### config.mk
export PLATFORM = sky130hd
export DESIGN_NAME = uart_bps_gen
export DESIGN_NICKNAME = d
export VERILOG_FILES = /design/src/rtl/uart_pkg.sv /design/src/rtl/uart_bps_gen.sv
export SDC_FILE = /design/constraint.sdc
export NUM_CORES = 1
export LEC_CHECK = 0
export ABC_AREA = 0
export CORE_ASPECT_RATIO = 0.9
export CORE_MARGIN = 5
export CORE_UTILIZATION = 60
export CTS_CLUSTER_DIAMETER = 120
export DETAILED_ROUTE_END_ITERATION = 10
export HOLD_SLACK_MARGIN = 0.12
export PLACE_DENSITY_LB_ADDON = 0.12
export SYNTH_ARGS = -nofsm -noshare
export SYNTH_HDL_FRONTEND = slang
export SYNTH_SLANG_ARGS = --single-unit
### constraint.sdc
create_clock -name clk -period 4.6 [get_ports clk]
set_input_delay 0.92 -clock clk [delete_from_list [all_inputs] [get_ports clk]]
set_output_delay 0.92 -clock clk [all_outputs]
set_load 0.02 [all_outputs]
### src/rtl/uart_pkg.sv
// rtl/uart_pkg.sv - baud codes, divisor lookup and FSM state type for uart_bps_gen
package uart_pkg;

   localparam logic [2:0] BAUD_9600   = 3'd0;
   localparam logic [2:0] BAUD_19200  = 3'd1;
   localparam logic [2:0] BAUD_38400  = 3'd2;
   localparam logic [2:0] BAUD_57600  = 3'd3;
   localparam logic [2:0] BAUD_115200 = 3'd4;
   localparam logic [2:0] BAUD_CUSTOM = 3'd7;

   localparam int UART_MAX_PULSES = 12;

   typedef enum logic {
      IDLE = 1'b0,
      RUN  = 1'b1
   } bps_state_e;

   // Bit period in clock cycles, truncated; unknown codes fall back to 9600.
   function automatic logic [15:0] baud_div(input int unsigned clk_freq,
                                            input logic [2:0] code);
      int unsigned baud;
      case (code)
         BAUD_19200:  baud = 19200;
         BAUD_38400:  baud = 38400;
         BAUD_57600:  baud = 57600;
         BAUD_115200: baud = 115200;
         default:     baud = 9600;
      endcase
      return 16'(clk_freq / baud);
   endfunction

endpackage

### src/rtl/uart_bps_gen.sv
// rtl/uart_bps_gen.sv - UART bit-midpoint pulse generator; optional UART_BPS_RUNTIME_DIV_EN adds a runtime divisor
module uart_bps_gen
   import uart_pkg::*;
#(
   parameter int unsigned CLK_FREQ   = 50000000,
   parameter int          MAX_PULSES = UART_MAX_PULSES
) (
   input  logic        clk,
   input  logic        rst_n,
   input  logic        bps_start,
   input  logic [2:0]  baud_sel,
`ifdef UART_BPS_RUNTIME_DIV_EN
   input  logic        div_wr,
   input  logic [15:0] div_data,
`endif
   output logic        clk_bps,
   output logic        bps_busy,
   output logic        frame_err
);

   localparam int          PW      = $clog2(MAX_PULSES + 2);
   localparam logic [15:0] DEF_DIV = baud_div(CLK_FREQ, BAUD_9600);

   bps_state_e    state, state_next;
   logic [15:0]   active_div;
   logic [15:0]   sel_div;
   logic [15:0]   half_m1;
   logic [15:0]   cnt;
   logic [PW-1:0] pulse_cnt;
   logic          running;
   logic          at_mid;

`ifdef UART_BPS_RUNTIME_DIV_EN
   logic [15:0]   custom_div;

   // Custom divisor is writable only between frames; tiny values are clamped so HALF-1 stays valid.
   always_ff @(posedge clk or negedge rst_n) begin
      if (!rst_n)
         custom_div <= DEF_DIV;
      else if (div_wr && state == IDLE)
         custom_div <= (div_data < 16'd4) ? 16'd4 : div_data;
   end
`endif

   // Divisor selected by the current baud code (sampled only at frame start).
   always_comb begin
      sel_div = baud_div(CLK_FREQ, baud_sel);
`ifdef UART_BPS_RUNTIME_DIV_EN
      if (baud_sel == BAUD_CUSTOM)
         sel_div = custom_div;
`endif
   end

   assign running = (state == RUN) && bps_start;
   assign half_m1 = (active_div >> 1) - 16'd1;
   assign at_mid  = running && (cnt == half_m1);

   // Next-state logic: a frame lasts exactly as long as bps_start is held.
   always_comb begin
      state_next = state;
      case (state)
         IDLE:    if (bps_start)  state_next = RUN;
         RUN:     if (!bps_start) state_next = IDLE;
         default: state_next = IDLE;
      endcase
   end

   // State register; busy mirrors the state so it is glitch-free for the receiver.
   always_ff @(posedge clk or negedge rst_n) begin
      if (!rst_n) begin
         state    <= IDLE;
         bps_busy <= 1'b0;
      end else begin
         state    <= state_next;
         bps_busy <= (state_next == RUN);
      end
   end

   // Divisor is frozen at frame start so mid-frame baud_sel changes cannot skew bit timing.
   always_ff @(posedge clk or negedge rst_n) begin
      if (!rst_n)
         active_div <= DEF_DIV;
      else if (state == IDLE && bps_start)
         active_div <= sel_div;
   end

   // Bit-period counter; held at zero whenever no frame is running.
   always_ff @(posedge clk or negedge rst_n) begin
      if (!rst_n)
         cnt <= 16'd0;
      else if (running)
         cnt <= (cnt == active_div - 16'd1) ? 16'd0 : cnt + 16'd1;
      else
         cnt <= 16'd0;
   end

   // Midpoint pulse, pulse budget and overrun flag; a dropped bps_start cancels everything.
   always_ff @(posedge clk or negedge rst_n) begin
      if (!rst_n) begin
         clk_bps   <= 1'b0;
         frame_err <= 1'b0;
         pulse_cnt <= '0;
      end else if (running) begin
         clk_bps <= at_mid && (pulse_cnt < PW'(MAX_PULSES));
         if (at_mid && pulse_cnt != PW'(MAX_PULSES + 1))
            pulse_cnt <= pulse_cnt + PW'(1);
         if (at_mid && pulse_cnt == PW'(MAX_PULSES))
            frame_err <= 1'b1;
      end else begin
         clk_bps   <= 1'b0;
         frame_err <= 1'b0;
         pulse_cnt <= '0;
      end
   end

endmodule

==> metrics, run 1 <==
Most used DFF post-synth=dfrtp_1; Synth Instances=2086; Mean Syn Cell Area=6.968 sq um; CTS root buffer=clkbuf_16; HPWL Detailed=48240 um; number of global-route vias before repair=29530; first-pass GRT wire length=171200 um; clock sinks=39; row count=54; DIE WIDTH=174.1 um; clock buffer depth=2; yosys synthesis warning count=0; Netlist cell types=111; Placed Cells=3094; cts hold-fix bufs=0; register area share after synthesis=6.757%; initial core utilization=60.43%; htree depth=2; Vert. Die Dim=157.7 um; GRT Residual Overflow=4; Post-Syn Area=14540 sq um; stage reached=global routing (5_1_grt); I/O Pins=9; pin count of the biggest net entering global routing=47; Total GRT Usage=78.93%; Num CTS Buffers=5; PortBufs=8; outcome=aborted with a tool error; register bit count reported by yosys=39; Routability Congestion=1.015; Error=[ERROR GRT-0116] Global routing finished with congestion. Check the congestion regions in the DRC Viewer.; Post-synth EDFFs=0; share of flip-flops with an asynchronous set or reset=100.0%
==> cells by family after synthesis <==
logic type	share of synthesized area, %
buffers and inverters	3.831
other	0.02580
and+or+nand+nor	28.69
DFF	6.757
muxes	3.934
adders and majority gates	13.43
xor gates and xnor gates	9.994
AOI/OAI and AO/OA	33.34
==> metal layers <==
| layer | global-route usage (%) | GRT overflow |
|---|---|---|
| met1 | 76.30 | 0 |
| met2 | 95.41 | 2 |
| met3 | 65.19 | 0 |
| met4 | 83.26 | 2 |
| met5 | 36.63 | 0 |
==> synth_stat cells (7+ instances only) <==
master | n | area [sq um]
a31oi_1 | 32 | 200.2
nand2b_1 | 39 | 244.0
a211o_1 | 10 | 87.58
o211ai_1 | 29 | 217.7
dfrtp_1 | 34 | 850.8
nor3_1 | 75 | 375.4
buf_1 | 14 | 52.55
and2_1 | 25 | 156.4
nor4_1 | 12 | 75.07
a21oi_1 | 177 | 885.9
and3_1 | 25 | 156.4
inv_1 | 52 | 195.2
or2_2 | 19 | 118.9
buf_2 | 7 | 35.03
xor2_1 | 64 | 560.5
o21ai_1 | 12 | 60.06
o31ai_1 | 20 | 150.1
nor2b_1 | 35 | 219.0
nor3b_1 | 7 | 52.55
nor2_1 | 217 | 814.5
xnor2_1 | 100 | 875.8
a211oi_1 | 28 | 210.2
o21a_1 | 53 | 397.9
mux2_2 | 28 | 315.3
o211a_1 | 7 | 70.07
nand4_1 | 29 | 181.4
nand3_1 | 74 | 370.4
ha_1 | 156 | 1952
o31a_1 | 11 | 96.34
o21ai_0 | 144 | 720.7
a21boi_0 | 9 | 67.56
clkbuf_1 | 57 | 214.0
a21o_1 | 51 | 382.9
nand2_1 | 183 | 686.9
o22ai_1 | 12 | 75.07
or3_1 | 21 | 131.4
mux2i_1 | 22 | 220.2
o21bai_1 | 15 | 112.6
==> repair_timing <==
item	CTS
gates resized for setup	166
hold endpoints to repair	0
setup buffers	178
pin swaps	168
cloned	1
setup endpoints to repair	16
==> through the flow <==
| step | setup WS (ns) | cell area [sq um] | hold slack, ns | utilization (%) |
|---|---|---|---|---|
| 2_1_floorplan | -37.35 | 15570 | 0.4849 | - |
| 3_3_place_gp | -34.82 | 21180 | 0.5060 | 88.04 |
| 3_5_place_dp | -37.17 | 21180 | 0.5346 | 88.04 |
| 4_1_cts | -34.10 | 23300 | 0.5281 | 96.87 |
==> inputs of run 2 (changes only) <==
CORE_ASPECT_RATIO = not set   (was 0.9)
CORE_UTILIZATION = 40   (was 60)
CTS_CLUSTER_DIAMETER = not set   (was 120)
HOLD_SLACK_MARGIN = not set   (was 0.12)
PLACE_DENSITY_LB_ADDON = 0.15   (was 0.12)
==> run 2 against run 1 <==
The flow now finishes, with violations (setup timing). Synthesized area is the same. Synthesized cell count did not move.
==> metrics, run 2 <==
Most used DFF post-synth=dfrtp_1 (unchanged); outcome=complete, but fails checks (was aborted with a tool error); Yosys top cell by area=ha_1 (unchanged); Fin Clk Skew=0.006259 ns; Synth Instances=2086 (unchanged); most common cell after layout, fill and taps aside=buf_4; min Tclk post-route=38.77 ns; Antenna Nets Post-Route=0; most instantiated library cell after synthesis=nor2_1 (unchanged); simple-gate share of the synthesized area=28.69% (unchanged); leading post-synthesis cells by instance count=nor2_1 (217), nand2_1 (183), a21oi_1 (177) (unchanged); CTS root buffer=clkbuf_16 (unchanged); Mean Syn Cell Area=6.968 sq um (unchanged); Vert. Die Dim=200.6 um (was 157.7 um); Total GRT Usage=27.64%; final hold vios=0; Post-Synth XOR/XNOR Area=9.994% (unchanged); clock buffer depth=2 (unchanged); CP max-delay cell=or3_4; initial antenna violation count=1; nets=3161; Synth Area in Compound Gates=33.34% (unchanged); 1st-pass router iterations=6; worst reg2reg endpoint=pulse_cnt[3]; reg2reg start=active_div[2]; largest family of logic cells by synthesized area=compound AO/OA/AOI/OAI gates (unchanged); later-pin clock latency in the skew report=0.28 ns; biggest regs=active_div: 16 flops, cnt: 16 flops, pulse_cnt: 4 flops; core footprint=35740 sq um; Critical Path Max Stage Delay=0.46 ns; # DRC=0; first-pass GRT wire length=95230 um; Setup CP Type=input port to flop; Initial DRC Count=1446; initial core utilization=40.67% (was 60.43%); most frequent cells in the layout=buf_4 (905), nor2_1 (201), nand2_1 (170); Post-synth EDFFs=0 (unchanged); CTS tree=done; I/O Pins=9 (unchanged); # setup viols final=16; CP arrival=38.91 ns; Fmax=25.80 MHz; CP Launch Type=input port; row count=69 (was 54); slew margin rel.=42.41%; clock sinks=39 (unchanged); min-delay src=active_div[12]; share of flip-flops with an asynchronous set or reset=100.0% (unchanged); Worst Slack Setup Final=-34.17 ns; register area share after synthesis=6.757% (unchanged); WL per Instance=18.12 um; Critical Path RT=4.74 ns; violated checks=setup timing; Finished Layout Cells=3461; yosys synthesis warning count=0 (unchanged); vias per inst=5.788; area share of the largest cell type after synthesis=13.43% (unchanged); Max Cap Violations=0; Worst Hold Class=flop to flop; worst-margin pin slew=0.8587 ns; pin count of the biggest net entering global routing=48; HPWL Detailed=45150 um (was 48240 um); Slew Viols, Final=0; Num CTS Buffers=5 (unchanged); diode count=0; Worst Hold Depth=2; portion of netlist area occupied by mux cells=3.934% (unchanged); Post-Synth Adder-Cell Area=13.43% (unchanged); Placed Cells=3263 (was 3094); Clock Pin Slew Worst Setup and Hold Paths=0.06 ns; fill count=2882; GRT Residual Overflow=0; PortBufs=8 (unchanged); worst r2r path cells=13; register bit count reported by yosys=39 (unchanged); CP endpoint kind=flop; htree depth=2 (unchanged); die area=40250 sq um; Post-Syn Area=14540 sq um (unchanged); layout cells sized above 1=45.73%; worst hold endpoint=active_div[12]; vias post-DR=20030; Top cell by count, worst path=o21a_1; worst-path fanout max=9; R2R setup slack=1.02 ns; Tcrit/Tclk final=842.7%; Netlist cell types=111 (unchanged); Routability Congestion=0.9558 (was 1.015); synth-to-layout area growth=69.58%; Post-Route WL=62730 um; RSZ-0062 raised after global routing=true; ranking of synthesized cells by area=ha_1 (13%), a21oi_1 (6.1%), xnor2_1 (6.0%) (unchanged); number of global-route vias before repair=19460; DIE WIDTH=200.6 um (was 174.1 um)
-- run 2: critical path, delay by kind of cell --
family	cells	cell delay [ns]
AO/OA/AOI/OAI	119	20.03
XOR/XNOR	2	0.33
adder cells (fa/ha/maj)	24	5.86
buffers and inverters	13	1.74
multiplexers	3	0.97
AND/OR/NAND/NOR	58	9.00
-- run 2: repair_timing --
item	in CTS	in global routing
gates cloned	2	0
gates resized for setup	186	181
buffers inserted	105	95
pin swaps	177	125
hold buffers	0	0
setup endpoints to repair	16	16
-- run 2: layout make-up --
type	count	area (sq um)	share of cell area, %
Multi-Input combinational cell	1913	15000	60.86
Clock inverter	1	5.005	0.02030
Inverter	55	215.2	0.8731
Tap cell	461	576.8	2.340
Sequential cell	39	982.2	3.985
Timing Repair Buffer	985	7735	31.38
Clock buffer	7	132.6	0.5381
-- run 2: stage by stage --
| stage | worst slack, ns | hold slack, ns | util (%) | TNS [ns] | instance area [sq um] |
|---|---|---|---|---|---|
| 3_5_place_dp | -36.08 | 0.5185 | 60.13 | -307.02 | 21490 |
| 6_report | -34.17 | 0.5133 | 68.96 | -285.75 | 24650 |
| 3_3_place_gp | -34.88 | 0.5079 | 60.13 | -297.47 | 21490 |
| 2_1_floorplan | -37.35 | 0.4849 | - | -310.91 | 15570 |
| 4_1_cts | -33.44 | 0.5278 | 64.98 | -278.44 | 23220 |
| 5_1_grt | -36.16 | 0.5331 | 68.96 | -303.17 | 24650 |
-- run 2: logic make-up (layout without fill, tap and decap cells) --
group / Yosys count / in the layout
compound gates: 719 / 720
fa+ha+maj: 156 / 156
flops: 39 / 39
xor+xnor: 165 / 165
other cells: 1 / 5
mux: 53 / 53
simple gates: 814 / 814
buf+inv: 139 / 1048
-- run 2: metal layers --
layer	track usage, %	part of all wire (%)
met2	47.71	48
met4	10.23	4.6
met1	35.37	42
met3	3.489	5.3
met5	0	0
-- run 2: worst max-delay path by stage --
| stage | slack (ns) | startpoint | cells past startpoint | end |
|---|---|---|---|---|
| final | -34.17 | baud_sel[1] | 219 | active_div[0] |
| after CTS | -33.44 | baud_sel[0] | 219 | active_div[0] |
| after floorplan | -37.35 | baud_sel[2] | 231 | active_div[0] |
| after global placement | -34.88 | baud_sel[0] | 218 | active_div[0] |
| after global routing | -36.16 | baud_sel[0] | 219 | active_div[0] |
| after detailed placement | -36.08 | baud_sel[2] | 219 | active_div[0] |
Power of run 2 is left out: the tool's default activity adds up to more than one toggle a clock period on the data nets, which glitch-free logic cannot reach.
==> inputs of run 3 (changes only) <==
DONT_BUFFER_PORTS = 1   (was not set)
==> run 3 against run 2 <==
The run still ends with setup timing left. Setup slack got worse by 0.74 ns. Via count grew 6.5%. Highest routed layer unchanged. Clock skew decreased by 0.0033 ns. Register-to-register slack lost 0.02 ns. Critical endpoint unchanged. Design area grew 4.9%. Core utilization increased by 3.4 points. Non-clock buffer count increased by 166.
==> metrics, run 3 (synthesis results as in run 2) <==
PortBufs=0 (was 8); Top cell by count, worst path=o21a_1 (unchanged); synth-to-layout area growth=77.82% (was 69.58%); CP endpoint kind=flop (unchanged); CTS root buffer=clkbuf_16 (unchanged); clock sinks=39 (unchanged); M1 wire length=28570 um (was 26420 um); cts hold-fix bufs=0 (unchanged); R2R setup slack=1.00 ns (was 1.02 ns); CP arrival=39.64 ns (was 38.91 ns); GRT Residual Overflow=0 (unchanged); Worst Hold Class=input port to async pin (was flop to flop); row count=69 (unchanged); clock buffer depth=2 (unchanged); nets=3327 (was 3161); 1st-pass router iterations=6 (unchanged); fill count=2597 (was 2882); dpl ws=-35.84 ns (was -36.08 ns); Fin Clk Skew=0.002983 ns (was 0.006259 ns); CTS tree=done (unchanged); # setup viols final=16 (unchanged); HPWL Detailed=44960 um (was 45150 um); CP Launch Type=input port (unchanged); biggest regs=active_div: 16 flops, cnt: 16 flops, pulse_cnt: 4 flops (unchanged); Antenna Nets Post-Route=0 (unchanged); DIE WIDTH=200.6 um (unchanged); # DRC=0 (unchanged); most common cell after layout, fill and taps aside=buf_4 (unchanged); WL per Instance=19.19 um (was 18.12 um); Critical Path Max Stage Delay=0.43 ns (was 0.46 ns); reg2reg start=active_div[2] (unchanged); Total GRT Usage=30.48% (was 27.64%); top sig layer=met4 (unchanged); Clock Pin Slew Worst Setup and Hold Paths=0.06 ns (about the same); vias per inst=5.883 (was 5.788); worst setup path start=baud_sel[1] (unchanged); core footprint=35740 sq um (unchanged); Critical Path RT=4.74 ns (about the same); Num CTS Buffers=5 (unchanged); worst reg2reg endpoint=pulse_cnt[3] (unchanged); Routability Congestion=0.9698 (was 0.9558); Setup CP Type=input port to flop (unchanged); final hold vios=0 (unchanged); worst-margin pin slew=0.8169 ns (was 0.8587 ns); Max Cap Violations=0 (unchanged); initial core utilization=40.67% (unchanged); Final Cell Area=25850 sq um (was 24650 sq um); initial antenna violation count=0 (was 1); first-pass GRT wire length=104200 um (was 95230 um); outcome=complete, but fails checks (unchanged); metal3 WL=3962 um (was 3343 um); Vert. Die Dim=200.6 um (unchanged); later-pin clock latency in the skew report=0.28 ns (about the same); vias post-DR=21340 (was 20030); Post-Route WL=69630 um (was 62730 um); most frequent cells in the layout=buf_4 (1080), nor2_1 (202), nand2_1 (169) (was buf_4 (905), nor2_1 (201), nand2_1 (170)); min Tclk post-route=39.50 ns (was 38.77 ns); worst-path fanout max=14 (was 9); pin count of the biggest net entering global routing=47 (was 48); Worst Slack Setup Final=-34.90 ns (was -34.17 ns); layout cells sized above 1=48.39% (was 45.73%); htree depth=2 (unchanged); die area=40250 sq um (unchanged); RSZ-0062 raised after global routing=true (unchanged); number of global-route vias before repair=20840 (was 19460); violated checks=setup timing (unchanged); CP max-delay cell=or3_4 (unchanged); slew margin rel.=45.21% (was 42.41%); wire length on met2=32720 um (was 30050 um); Initial DRC Count=1783 (was 1446); DP Area=21430 sq um (was 21490 sq um); worst setup path end=active_div[0] (unchanged); Fmax=25.31 MHz (was 25.80 MHz); I/O Pins=9 (unchanged); Slew Viols, Final=0 (unchanged); Tcrit/Tclk final=858.8% (was 842.7%); worst r2r path cells=13 (unchanged)
## run 3: routing by layer
metal  GRT usage [%]  up-vias
met2           53.26      978
met3           2.617      342
li1                -     9981
met1           38.23    10040
met5               0        -
met4           13.72        0
## run 3: worst max-delay path: cells and delay by family
kind,cells,cell delay (ns)
compound gates,118,19.78
xor+xnor,2,0.31
fa+ha+maj,23,5.64
buf+inv,14,1.91
mux,5,1.61
simple gates,57,9.37
## run 3: repair_timing
item | CTS | global route
setup endpoints to repair | 16 | 16
pin swaps | 186 | 123
gates cloned | 2 | 0
resized for setup | 237 | 104
buffers inserted | 287 | 92
## run 3: worst min-delay path by stage
| stage | startpoint | end | slack, ns |
|---|---|---|---|
| finish | rst_n | frame_err | 0.33 |
| global placement | active_div[12] | active_div[12] | 0.51 |
| detailed placement | pulse_cnt[3] | clk_bps | 0.52 |
| floorplan | pulse_cnt[3] | clk_bps | 0.48 |
| CTS | rst_n | active_div[15] | 0.33 |
| global route | rst_n | frame_err | 0.32 |
## run 3: through the flow
step,setup TNS (ns),utilization (%),std cells,hold WS [ns]
after floorplan,-310.91,-,2090,0.4849
after detailed placement,-301.50,59.97,3257,0.5191
final,-292.62,72.31,3628,0.3320
after CTS,-273.14,69.37,3550,0.3251
after global routing,-310.21,72.31,3627,0.3209
after global placement,-290.02,59.97,3257,0.5129
## run 3: cell type report
type / count / area (sq um) / share of cell area (%)
clock buffer: 8 / 156.4 / 0.6051
tap: 461 / 576.8 / 2.232
inverter: 55 / 217.7 / 0.8423
antenna: 1 / 2.502 / 0.009682
sequential: 39 / 982.2 / 3.800
multi-input combinational: 1913 / 14940 / 57.81
timing repair buffer: 1151 / 8970 / 34.70
Power of run 3 is left out for the same reason.
